## src/rtl/mbq_pkg.sv

```systemverilog
// Shared constants and types for the memory buffer queue.
// Contents:
//   MBQ_DATA_W / MBQ_DEPTH  default word width and queue depth
//   mbq_ptr_w()             pointer width for a given depth (never below 1)
//   mbq_word_t              default-width data word
package mbq_pkg;

  localparam int unsigned MBQ_DATA_W = 16;
  localparam int unsigned MBQ_DEPTH  = 4;

  // A depth of 1 would give $clog2 == 0, which is not a legal vector width.
  function automatic int unsigned mbq_ptr_w(input int unsigned depth);
    return (depth <= 1) ? 1 : $clog2(depth);
  endfunction

  typedef logic [MBQ_DATA_W-1:0] mbq_word_t;

endpackage

```

## src/rtl/mbq_ptr.sv

```systemverilog
// Wrapping pointer register for the memory buffer queue.
// The pointer is log2(DEPTH) bits wide, so natural binary overflow gives the
// modulo-DEPTH wrap for a power-of-two depth.
// Ports:
//   clk      clock, rising edge
//   reset_n  asynchronous active-low reset, pointer -> 0
//   clr      synchronous clear, takes priority over inc
//   inc      advance the pointer by one
//   ptr      current pointer value
module mbq_ptr
  import mbq_pkg::*;
#(
  parameter int unsigned Width = 2
) (
  input  logic             clk,
  input  logic             reset_n,
  input  logic             clr,
  input  logic             inc,
  output logic [Width-1:0] ptr
);

  logic [Width-1:0] ptr_d, ptr_q;

  always_comb begin
    ptr_d = ptr_q;
    if (clr) begin
      ptr_d = '0;
    end else if (inc) begin
      ptr_d = ptr_q + Width'(1);
    end
  end

  always_ff @(posedge clk or negedge reset_n) begin
    if (!reset_n) begin
      ptr_q <= '0;
    end else begin
      ptr_q <= ptr_d;
    end
  end

  assign ptr = ptr_q;

endmodule

```

## src/rtl/memory_buffer_queue.sv

```systemverilog
// Memory buffer queue: DEPTH-entry first-word-fall-through FIFO between the
// memory data bus and the CPU datapath, with valid/ready on both sides,
// synchronous flush and registered occupancy status.
// Optional feature: define MBQ_BYPASS_EN for a zero-latency combinational
// path from in_data to out_data while the queue is empty.
// Ports:
//   clk, reset_n             clock and asynchronous active-low reset
//   flush                    synchronous clear of all entries (drops any push)
//   in_data/in_valid/in_ready    producer side (memory bus)
//   out_data/out_valid/out_ready consumer side (datapath)
//   count/full/empty         registered occupancy status
module memory_buffer_queue
  import mbq_pkg::*;
#(
  parameter int unsigned DATA_W = MBQ_DATA_W,
  parameter int unsigned DEPTH  = MBQ_DEPTH,
  parameter int unsigned CNT_W  = $clog2(DEPTH + 1)
) (
  input  logic              clk,
  input  logic              reset_n,
  input  logic              flush,
  input  logic [DATA_W-1:0] in_data,
  input  logic              in_valid,
  output logic              in_ready,
  output logic [DATA_W-1:0] out_data,
  output logic              out_valid,
  input  logic              out_ready,
  output logic [CNT_W-1:0]  count,
  output logic              full,
  output logic              empty
);

  localparam int unsigned PtrW = mbq_ptr_w(DEPTH);

  logic [DATA_W-1:0] mem_q [DEPTH];
  logic [PtrW-1:0]   wr_ptr, rd_ptr;
  logic [CNT_W-1:0]  count_d, count_q;
  logic              full_d, full_q;
  logic              empty_d, empty_q;
  logic              bypass;
  logic              push, pop;

  // in_ready comes from registered state only; out_ready never reaches it.
  assign in_ready = !full_q;

`ifdef MBQ_BYPASS_EN
  // Empty queue: present the incoming word directly; if it is taken this
  // cycle it is never stored.
  assign bypass    = empty_q && in_valid && out_ready;
  assign out_valid = empty_q ? in_valid : 1'b1;
  assign out_data  = empty_q ? in_data : mem_q[rd_ptr];
`else
  assign bypass    = 1'b0;
  assign out_valid = !empty_q;
  assign out_data  = empty_q ? '0 : mem_q[rd_ptr];
`endif

  assign push = in_valid && in_ready && !bypass && !flush;
  // Only a stored head can be popped; a bypassed word never enters storage.
  assign pop  = !empty_q && out_ready && !flush;

  mbq_ptr #(
    .Width(PtrW)
  ) u_wr_ptr (
    .clk    (clk),
    .reset_n(reset_n),
    .clr    (flush),
    .inc    (push),
    .ptr    (wr_ptr)
  );

  mbq_ptr #(
    .Width(PtrW)
  ) u_rd_ptr (
    .clk    (clk),
    .reset_n(reset_n),
    .clr    (flush),
    .inc    (pop),
    .ptr    (rd_ptr)
  );

  always_comb begin
    count_d = count_q;
    if (flush) begin
      count_d = '0;
    end else begin
      unique case ({push, pop})
        2'b10:   count_d = count_q + CNT_W'(1);
        2'b01:   count_d = count_q - CNT_W'(1);
        default: count_d = count_q;
      endcase
    end
    full_d  = (count_d == CNT_W'(DEPTH));
    empty_d = (count_d == '0);
  end

  always_ff @(posedge clk or negedge reset_n) begin
    if (!reset_n) begin
      count_q <= '0;
      full_q  <= 1'b0;
      empty_q <= 1'b1;
    end else begin
      count_q <= count_d;
      full_q  <= full_d;
      empty_q <= empty_d;
    end
  end

  // Storage needs no reset: empty_q masks its contents until written.
  always_ff @(posedge clk) begin
    if (push) begin
      mem_q[wr_ptr] <= in_data;
    end
  end

  assign count = count_q;
  assign full  = full_q;
  assign empty = empty_q;

endmodule

```

## config.mk

```make
export PLATFORM = sky130hd
export DESIGN_NAME = memory_buffer_queue
export DESIGN_NICKNAME = d
export VERILOG_FILES = /design/src/rtl/mbq_pkg.sv /design/src/rtl/mbq_ptr.sv /design/src/rtl/memory_buffer_queue.sv
export SDC_FILE = /design/constraint.sdc
export NUM_CORES = 1
export LEC_CHECK = 0
export ABC_AREA = 0
export ABC_CLOCK_PERIOD_IN_PS = 3900
export BUFFER_PORTS_ARGS = -buffer_cell sky130_fd_sc_hd__clkbuf_2
export CAP_MARGIN = 20
export CELL_PAD_IN_SITES_DETAIL_PLACEMENT = 0
export CELL_PAD_IN_SITES_GLOBAL_PLACEMENT = 2
export CORE_AREA = 2 2 85 87
export DETAILED_ROUTE_END_ITERATION = 6
export DIE_AREA = 0 0 87 89
export PLACE_DENSITY_LB_ADDON = 0.1
export SETUP_SLACK_MARGIN = 0.1
export SYNTH_ARGS = -nofsm -noshare
export SYNTH_HDL_FRONTEND = slang
export SYNTH_SLANG_ARGS = --single-unit
```

## constraint.sdc

```tcl
create_clock -name clk -period 3.9 [get_ports clk]
set_clock_uncertainty 0.1 [all_clocks]
set_input_delay 0.975 -clock clk [delete_from_list [all_inputs] [get_ports clk]]
set_output_delay 0.975 -clock clk [all_outputs]
set_load 0.02 [all_outputs]
```

### After elaboration in Yosys (flattened, before gate mapping)

Memories as Yosys holds them, arrays and structs flattened.
Index checks and enable logic that the tools add are counted.

| storage, ports and cells | value |
|---|---|
| bits in registers | 9 |
| memory bits (writable) | 64 |
| output and inout bits | 23 |
| word-level logic and storage cells | 32 |
| memories | 1 |

Memories:

| memory | depth | width | rd ports | clocked after Yosys merged registers in | write ports | line | RTL |
|---|---|---|---|---|---|---|---|
| mem_q | 4 | 16 | 1 | 0 | 1 | memory_buffer_queue.sv:35 | `logic [DATA_W-1:0] mem_q [DEPTH];` |

| cells by class | value |
|---|---|
| add/sub/neg operators | 4 |
| eq/ne operators | 3 |
| muxes and demuxes | 9 |
| reductions and logical operators | 10 |

Operators by type and width:

| operator | number |
|---|---|
| $mux 16 | 1 |
| $mux 2 | 4 |
| $pmux 3 s2 | 1 |
| $add 2x1->2 const B | 2 |
| $logic_and 1x1->1 | 4 |
| $reduce_bool 2->1 | 2 |
| $add 3x1->3 const B | 1 |
| $eq 3x3->1 const B | 1 |
| $logic_not 1->1 | 3 |
| $logic_not 3->1 | 1 |
| $mux 3 | 1 |
| $sub 3x1->3 const B | 1 |
| $eq 2x1->1 const B | 1 |
| $eq 2x2->1 const B | 1 |
| $mux 1 | 2 |

### Longest topological paths before layout

Gate-level depths: netlist of the first run.

| logic depth | value |
|---|---|
| depth in word-level cells | 7 |
| gate-level depth with buffers | 8 |
| depth with buffers taken out | 8 |

### By module

Synthesis of the first run repeated with hierarchy kept, for this count alone.

| second synthesis, totals | value |
|---|---|
| cell total of the unflattened synthesis | 147 |
| area, all modules | 2937.8 µm² |

By module, submodules not included:

| module | instances | cells an instance | area each (µm²) | sequential area each (µm²) |
|---|---|---|---|---|
| memory_buffer_queue | 1 | 133 | 2760.1 | 2048.2 |
| mbq_ptr | 2 | 7 | 88.8 | 50.0 |

### Worst setup path before layout of the first run

Ideal clock, no wire load.

| timing path | value |
|---|---|
| kind | input-to-reg |
| start | input flush |
| end | register count_q[2] (netlist: count[2]) |
| library setup time | 64 ps |
| data arrival time | 2669 ps |
| required time | 3736 ps |
| slack | 1067 ps |
| stages on the path | 8 |
| path through | clkbuf_1 -> nor2_1 -> inv_1 -> ha_1 -> fa_1 -> xor2_1 -> nor4b_1 -> or2_2 |

| on the way | value |
|---|---|
| word-level cells in the longest chain between the ends | 5 |

Ends and longest elaborated chain:

| what | line | RTL |
|---|---|---|
| from (decl) | memory_buffer_queue.sv:21 | `input logic flush,` |
| $logic_not 1->1 | memory_buffer_queue.sv:58, memory_buffer_queue.sv:60 |  |
| $logic_and 1x1->1 (on tied branches) | memory_buffer_queue.sv:60, memory_buffer_queue.sv:58 |  |
| $eq 2x1->1 / $eq 2x2->1 (equally long branches) | memory_buffer_queue.sv:87 | `unique case ({push, pop})` |
| $pmux 3 s2 | memory_buffer_queue.sv:87 |  |
| $mux 3 (*) | memory_buffer_queue.sv:84 | `if (flush) begin` |
| net count_d[2] | memory_buffer_queue.sv:37 | `logic [CNT_W-1:0] count_d, count_q;` |
| to (signal assigned) | memory_buffer_queue.sv:103 | `count_q <= count_d;` |
| to (decl) | memory_buffer_queue.sv:37 |  |

The timed path passes the listed nets; every way through them passes the cells marked *.
A chain may end at the register's enable or synchronous reset.

### Final worst setup path of the first run

| timing path | value |
|---|---|
| start | register u_rd_ptr.ptr_q[0] (netlist: u_rd_ptr.ptr[0]) |
| end | output out_data[2] |

| on the way | value |
|---|---|
| word-level cells in the longest chain between the ends | 2 |

Ends and longest elaborated chain:

| what | line | RTL |
|---|---|---|
| from (decl) | mbq_ptr.sv:22 | `logic [Width-1:0] ptr_d, ptr_q;` |
| from (signal assigned) | mbq_ptr.sv:37 | `ptr_q <= ptr_d;` |
| $mem_v2 4x16 | -- |  |
| $mux 16 | memory_buffer_queue.sv:55 | `assign out_data = empty_q ? '0 : mem_q[rd_ptr];` |
| to (decl) | memory_buffer_queue.sv:25 | `output logic [DATA_W-1:0] out_data,` |

No other way between the ends.

==> results.json, run 1 <==
{
  "crit_type": "reg -> out",
  "crit_arrival_ns": 2.10,
  "drt-wirelength-per-cell_um": 17.7,
  "finalCritPeriodShare_pct": 81.3,
  "slew_violations": 0,
  "syn_area_mm2": 0.00300,
  "outcome": "completed",
  "worst_pin_slew_ns": 0.927,
  "clock_insertion_delay_worst_skew_ns": 0.33,
  "hpwl_mm": 3.18,
  "synth_top_family_by_area": "multiplexers",
  "coreArea_mm2": 0.00672,
  "slew_headroom_pct": 38.2,
  "io_buffers": 43,
  "drtIter0Drc": 60,
  "max_freq_ghz": 0.315,
  "synth-xor-area-share_pct": 1.46,
  "max-cap-violations": 0,
  "post_cts_buffers": 0,
  "cts-root-buf": "clkbuf_8",
  "initial_core_util_pct": 44.6,
  "clockBufferDepth": 2,
  "crit_fanout": 13,
  "finalSetupViolCount": 0,
  "ios": 44,
  "die_height_um": 89,
  "synthMuxAreaShare_pct": 13.7,
  "cts_resized": 0,
  "synthAdderAreaFrac_pct": 2.76,
  "yosys.area_share.simple_pct": 7.48,
  "vias": 1503,
  "ys_ff_latch": 73,
  "final_util_pct": 50.9,
  "drtAntennaViolNets": 0,
  "ys_types": 26,
  "antenna_found_initial": 0,
  "grt_overflow_total": 0,
  "cts_tree": "yes",
  "cts_hold_buf": 0,
  "start_kind": "flip-flop",
  "finalCriticalPeriod_ns": 3.17,
  "hold_viol": 0,
  "nFillCells": 565,
  "via_per_inst": 5.24,
  "ys_seq_area_share_pct": 71.7,
  "avgSynthCellArea_um2": 19.5,
  "grt_pass1_vias": 1585,
  "die-area_mm2": 0.00774,
  "ir_drop_uv": 182,
  "synth_compound_area_share_pct": 0.501,
  "ys_warn_count": 0,
  "cp.required_ns": 2.82,
  "p_leak_nw": 1.28,
  "cts-buffers-inserted": 9,
  "synth_nets": 181,
  "power.density_mw_per_mm2": 456,
  "grt_start_max_net_pins": 18,
  "end_kind": "primary output",
  "gp_congestion": 0.731,
  "drt_first_pass_iters": 5,
  "hold_class": "in -> async",
  "die_w_um": 87,
  "diodes": 0,
  "nNetsFinal": 230,
  "layout-drive-gt1-share_pct": 32.4,
  "areaGrowthSynthToFinish_pct": 14.3,
  "syn_inst": 154,
  "htreeDepth": 3,
  "path_clk_slew_ns": 0.07,
  "setup_tns_ns": 0,
  "rows": 30,
  "wl_mm": 5.09,
  "cts_sinks": 73,
  "rsz0062_at_grt": "false",
  "grt_usage_pct": 14.7,
  "grt_pass1_wl_mm": 8.06,
  "drc": 0
}
## placed cells by master (no fill, tap or decap)
| cell type | count |
|---|---|
| dfrtp_1 | 8 |
| xnor2_1 | 2 |
| nand3b_1 | 1 |
| nor3b_1 | 2 |
| edfxtp_1 | 64 |
| clkbuf_1 | 3 |
| or2_2 | 1 |
| fa_1 | 1 |
| clkinv_2 | 2 |
| nor2_1 | 7 |
| mux4_2 | 8 |
| dfstp_2 | 1 |
| o21ba_2 | 1 |
| and2_1 | 20 |
| nor4b_1 | 1 |
| mux4_1 | 8 |
| clkbuf_2 | 43 |
| buf_4 | 1 |
| nor3_1 | 2 |
| a21oi_1 | 1 |
| ha_1 | 5 |
| nor2b_1 | 2 |
| inv_1 | 6 |
| nand2b_1 | 2 |
| clkbuf_8 | 9 |
| xor2_1 | 3 |
| clkinv_4 | 1 |
| mux2i_1 | 2 |
## where the power goes
part	switching, mW	total [mW]	internal (mW)
Combinational	0.106	0.185	0.0793
Clock	0.250	0.477	0.227
Sequential	0.0169	0.898	0.881
## final timing paths
path / from / to / slack, ns / depth (start not counted)
max: u_rd_ptr.ptr[0] / out_data[2] / 0.73 / 4
min: reset_n / u_wr_ptr.ptr[0] / 0.39 / 1
max reg2reg: full / full / 1.48 / 8
min reg2reg: u_wr_ptr.ptr[1] / u_wr_ptr.ptr[1] / 0.53 / 2
max in group asynchronous: reset_n / empty / 3.04 / 1
min in group clk: u_wr_ptr.ptr[1] / u_wr_ptr.ptr[1] / 0.53 / 2
## registers in the layout, summed over array words and instances (netlist names)
| register | count |
|---|---|
| u_wr_ptr.ptr | 2 |
| full | 1 |
| empty | 1 |
| count | 3 |
| mem_q | 64 |
| u_rd_ptr.ptr | 2 |
## cells in the mapped netlist (all sizes together)
cell type  number  area share (%)
inv             6            0.75
or2             1            0.21
buf             4             1.4
nor2            7            0.88
xnor2           2            0.58
edfxtp         64              64
dfrtp           8             6.7
nand3b          1            0.25
mux2i           2            0.67
nor3            2            0.33
ha              5             2.1
clkbuf          2            0.25
nor3b           2            0.50
o21ba           1            0.33
nor2b           2            0.42
xor2            3            0.88
dfstp           1            0.88
nand2b          2            0.42
a21oi           1            0.17
mux4           16              13
fa              1            0.67
and2           20             4.2
nor4b           1            0.29
## metal layers
layer / global-route usage, % / routed length, um
met5: 0 / 0
met4: 7.67 / 80
met1: 17.9 / 2150
met2: 24.6 / 2560
met3: 3.42 / 297
## through the flow
stage | std cells | worst slack, ns | area, um2 | hold slack (ns) | power (mW)
global route | 287 | 0.610 | 3420 | 0.395 | 1.63
global placement | 272 | 0.934 | 3270 | 0.482 | 1.10
detailed placement | 272 | 0.887 | 3270 | 0.528 | 1.11
floorplan | 154 | 1.07 | 3000 | 0.442 | 1.04
CTS | 287 | 0.682 | 3420 | 0.385 | 1.58
finish | 287 | 0.728 | 3420 | 0.393 | 1.56
## worst max-delay path: stages (launching register included)
cell and delay, ns:
dfrtp_1 0.52, buf_4 0.34, mux4_1 0.57, and2_1 0.18, clkbuf_2 0.15
## cell families (layout without fill, tap and decap cells)
logic type,after synthesis,count (layout)
compound gates,2,2
xor+xnor,5,5
fa+ha+maj,6,6
buf+inv,12,65
flops,73,73
mux,18,18
simple gates,38,38
## layout make-up
cell class              instances  area [um2]  area share (%)
repair buffers                 44         223            6.51
clock inverters                 3        18.8           0.548
well taps                      80         100            2.92
multi-input cells              69         776            22.7
flip-flops and latches         73        2150            62.8
clock buffers                  12         135            3.95
inverters                       6        22.5           0.658
(Power assumes the default switching activity.)
==> run 2, diff against run 1 <==
- ABC_CLOCK_PERIOD_IN_PS: 3900 -> 3250
- CORE_AREA: 2 2 85 87 -> 2 2 88 90
- DIE_AREA: 0 0 87 89 -> 0 0 90 92
- clock period: 3.9 -> 3.25 ns (I/O delays scaled with it)
==> run 2 against run 1 <==
Net effect: design area is 3.7% higher; sequential cell count stayed put; count of clock-buffer cells in the layout down 3; critical path depth stayed put; total power grew 33%; global-route usage is 0.70 points lower; clock power increased by 61%; largest cell class unchanged; largest power group unchanged.
==> results.json, run 2 (synthesized netlist as in run 1, its figures left out) <==
{
  "crit_start": "u_rd_ptr.ptr[0]",
  "diodes": 0,
  "grt_pass1_vias": 1683,
  "reg2regPathDepth": 8,
  "rsz0062_at_grt": "false",
  "initial_core_util_pct": 40.2,
  "end_kind": "primary output",
  "vias": 1536,
  "clockBufferDepth": 2,
  "crit_arrival_ns": 2.00,
  "cts_sinks": 73,
  "cts_resized": 0,
  "r2r-end": "full",
  "use_met1_pct": 15.7,
  "setup_tns_ns": 0,
  "die-area_mm2": 0.00828,
  "grt_util_met2_pct": 24.6,
  "max_freq_ghz": 0.343,
  "top_register": "mem_q",
  "final_cell_mix": "edfxtp_1 (64), clkbuf_2 (43), and2_1 (20), clkbuf_8 (9)",
  "htreeDepth": 3,
  "grt_overflow_total": 0,
  "drtIter0Drc": 89,
  "grt_usage_pct": 14.0,
  "drc": 0,
  "grt_pass1_wl_mm": 8.45,
  "finalCriticalPeriod_ns": 2.91,
  "cts_tree": "yes",
  "finalSetupViolCount": 0,
  "gr-usage-met3_pct": 3.20,
  "worstSetupEndpoint": "out_data[15]",
  "cts-buffers-inserted": 9,
  "hpwl_mm": 3.41,
  "cts_hold_buf": 0,
  "dp.cells": 299,
  "cts-root-buf": "clkbuf_8",
  "drtAntennaViolNets": 0,
  "pre_cts_slack_ns": 0.314,
  "io_buffers": 43,
  "path_clk_slew_ns": 0.08,
  "nNetsFinal": 235,
  "timing.rr.start": "full",
  "worst_pin_slew_ns": 0.523,
  "ir_drop_uv": 234,
  "wl_mm": 5.44,
  "slew_violations": 0,
  "slew_headroom_pct": 65.1,
  "via_per_inst": 4.88,
  "coreArea_mm2": 0.00745,
  "hold_viol": 0,
  "areaGrowthSynthToFinish_pct": 18.5,
  "setup_slack_ns": 0.338,
  "rows": 32,
  "fin_cells": 315,
  "r2r_slack_ns": 0.75,
  "finalCritPeriodShare_pct": 89.6,
  "drt-wirelength-per-cell_um": 17.3,
  "gp_congestion": 0.807,
  "final_common_cell": "edfxtp_1",
  "die_height_um": 92,
  "drt_first_pass_iters": 4,
  "cp.required_ns": 2.34,
  "start_kind": "flip-flop",
  "post_cts_buffers": 0,
  "antenna_found_initial": 0,
  "ios": 44,
  "hold_class": "in -> async",
  "outcome": "completed",
  "crit_type": "reg -> out",
  "largest_register_ff_count": 64,
  "die_w_um": 90,
  "power.density_mw_per_mm2": 584,
  "p_leak_nw": 1.33,
  "clock_insertion_delay_worst_skew_ns": 0.34,
  "busiest_layer": "met2",
  "layout-drive-gt1-share_pct": 35.2,
  "max-cap-violations": 0,
  "crit_fanout": 16,
  "timing.hold.ws_ns": 0.221,
  "total_power_mw": 2.07,
  "grt_start_max_net_pins": 18
}
run 2: critical path: stages (launching register included):
cell and delay [ns]:
dfrtp_1 0.40, buf_4 0.33, mux4_1 0.61, and2_1 0.17, clkbuf_2 0.15
run 2: how the worst min path moves through the flow:
stage                    startpoint         endpoint  slack [ns]  depth (start not counted)
global route                reset_n  u_wr_ptr.ptr[0]        0.22                          1
global placement    u_rd_ptr.ptr[0]  u_rd_ptr.ptr[0]        0.48                          2
floorplan                   reset_n         count[0]        0.42                          0
detailed placement  u_rd_ptr.ptr[0]  u_rd_ptr.ptr[0]        0.47                          2
CTS                         reset_n         count[1]        0.21                          1
finish                      reset_n  u_rd_ptr.ptr[0]        0.22                          1
run 2: metrics by stage:
stage | cell area [um2] | utilization (%)
after floorplan | 3000 | -
after global placement | 3330 | 44.8
after detailed placement | 3330 | 44.8
after CTS | 3550 | 47.7
after global routing | 3550 | 47.7
final | 3550 | 47.7
run 2: per-layer routing:
| layer | part of all wire [%] | up-vias |
|---|---|---|
| li1 | - | 700 |
| met1 | 42 | 795 |
| met2 | 53 | 34 |
| met3 | 3.6 | 7 |
| met4 | 1.6 | 0 |
| met5 | 0 | - |
run 2: final cells by class:
class / instances / area (um2)
Tap cell: 102 / 128
Timing Repair Buffer: 49 / 260
Clock inverter: 7 / 92.6
Clock buffer: 9 / 124
Multi-Input combinational cell: 69 / 776
Fill cell: 666 / 3900
Sequential cell: 73 / 2150
Inverter: 6 / 22.5
run 2: where the power goes:
group          leakage [nW]  switching [mW]  total [mW]  internal (mW)
Clock                 0.103           0.337       0.768          0.431
Combinational         0.531           0.134       0.232         0.0983
Sequential            0.701          0.0171        1.07           1.06
Total                  1.33           0.488        2.07           1.59
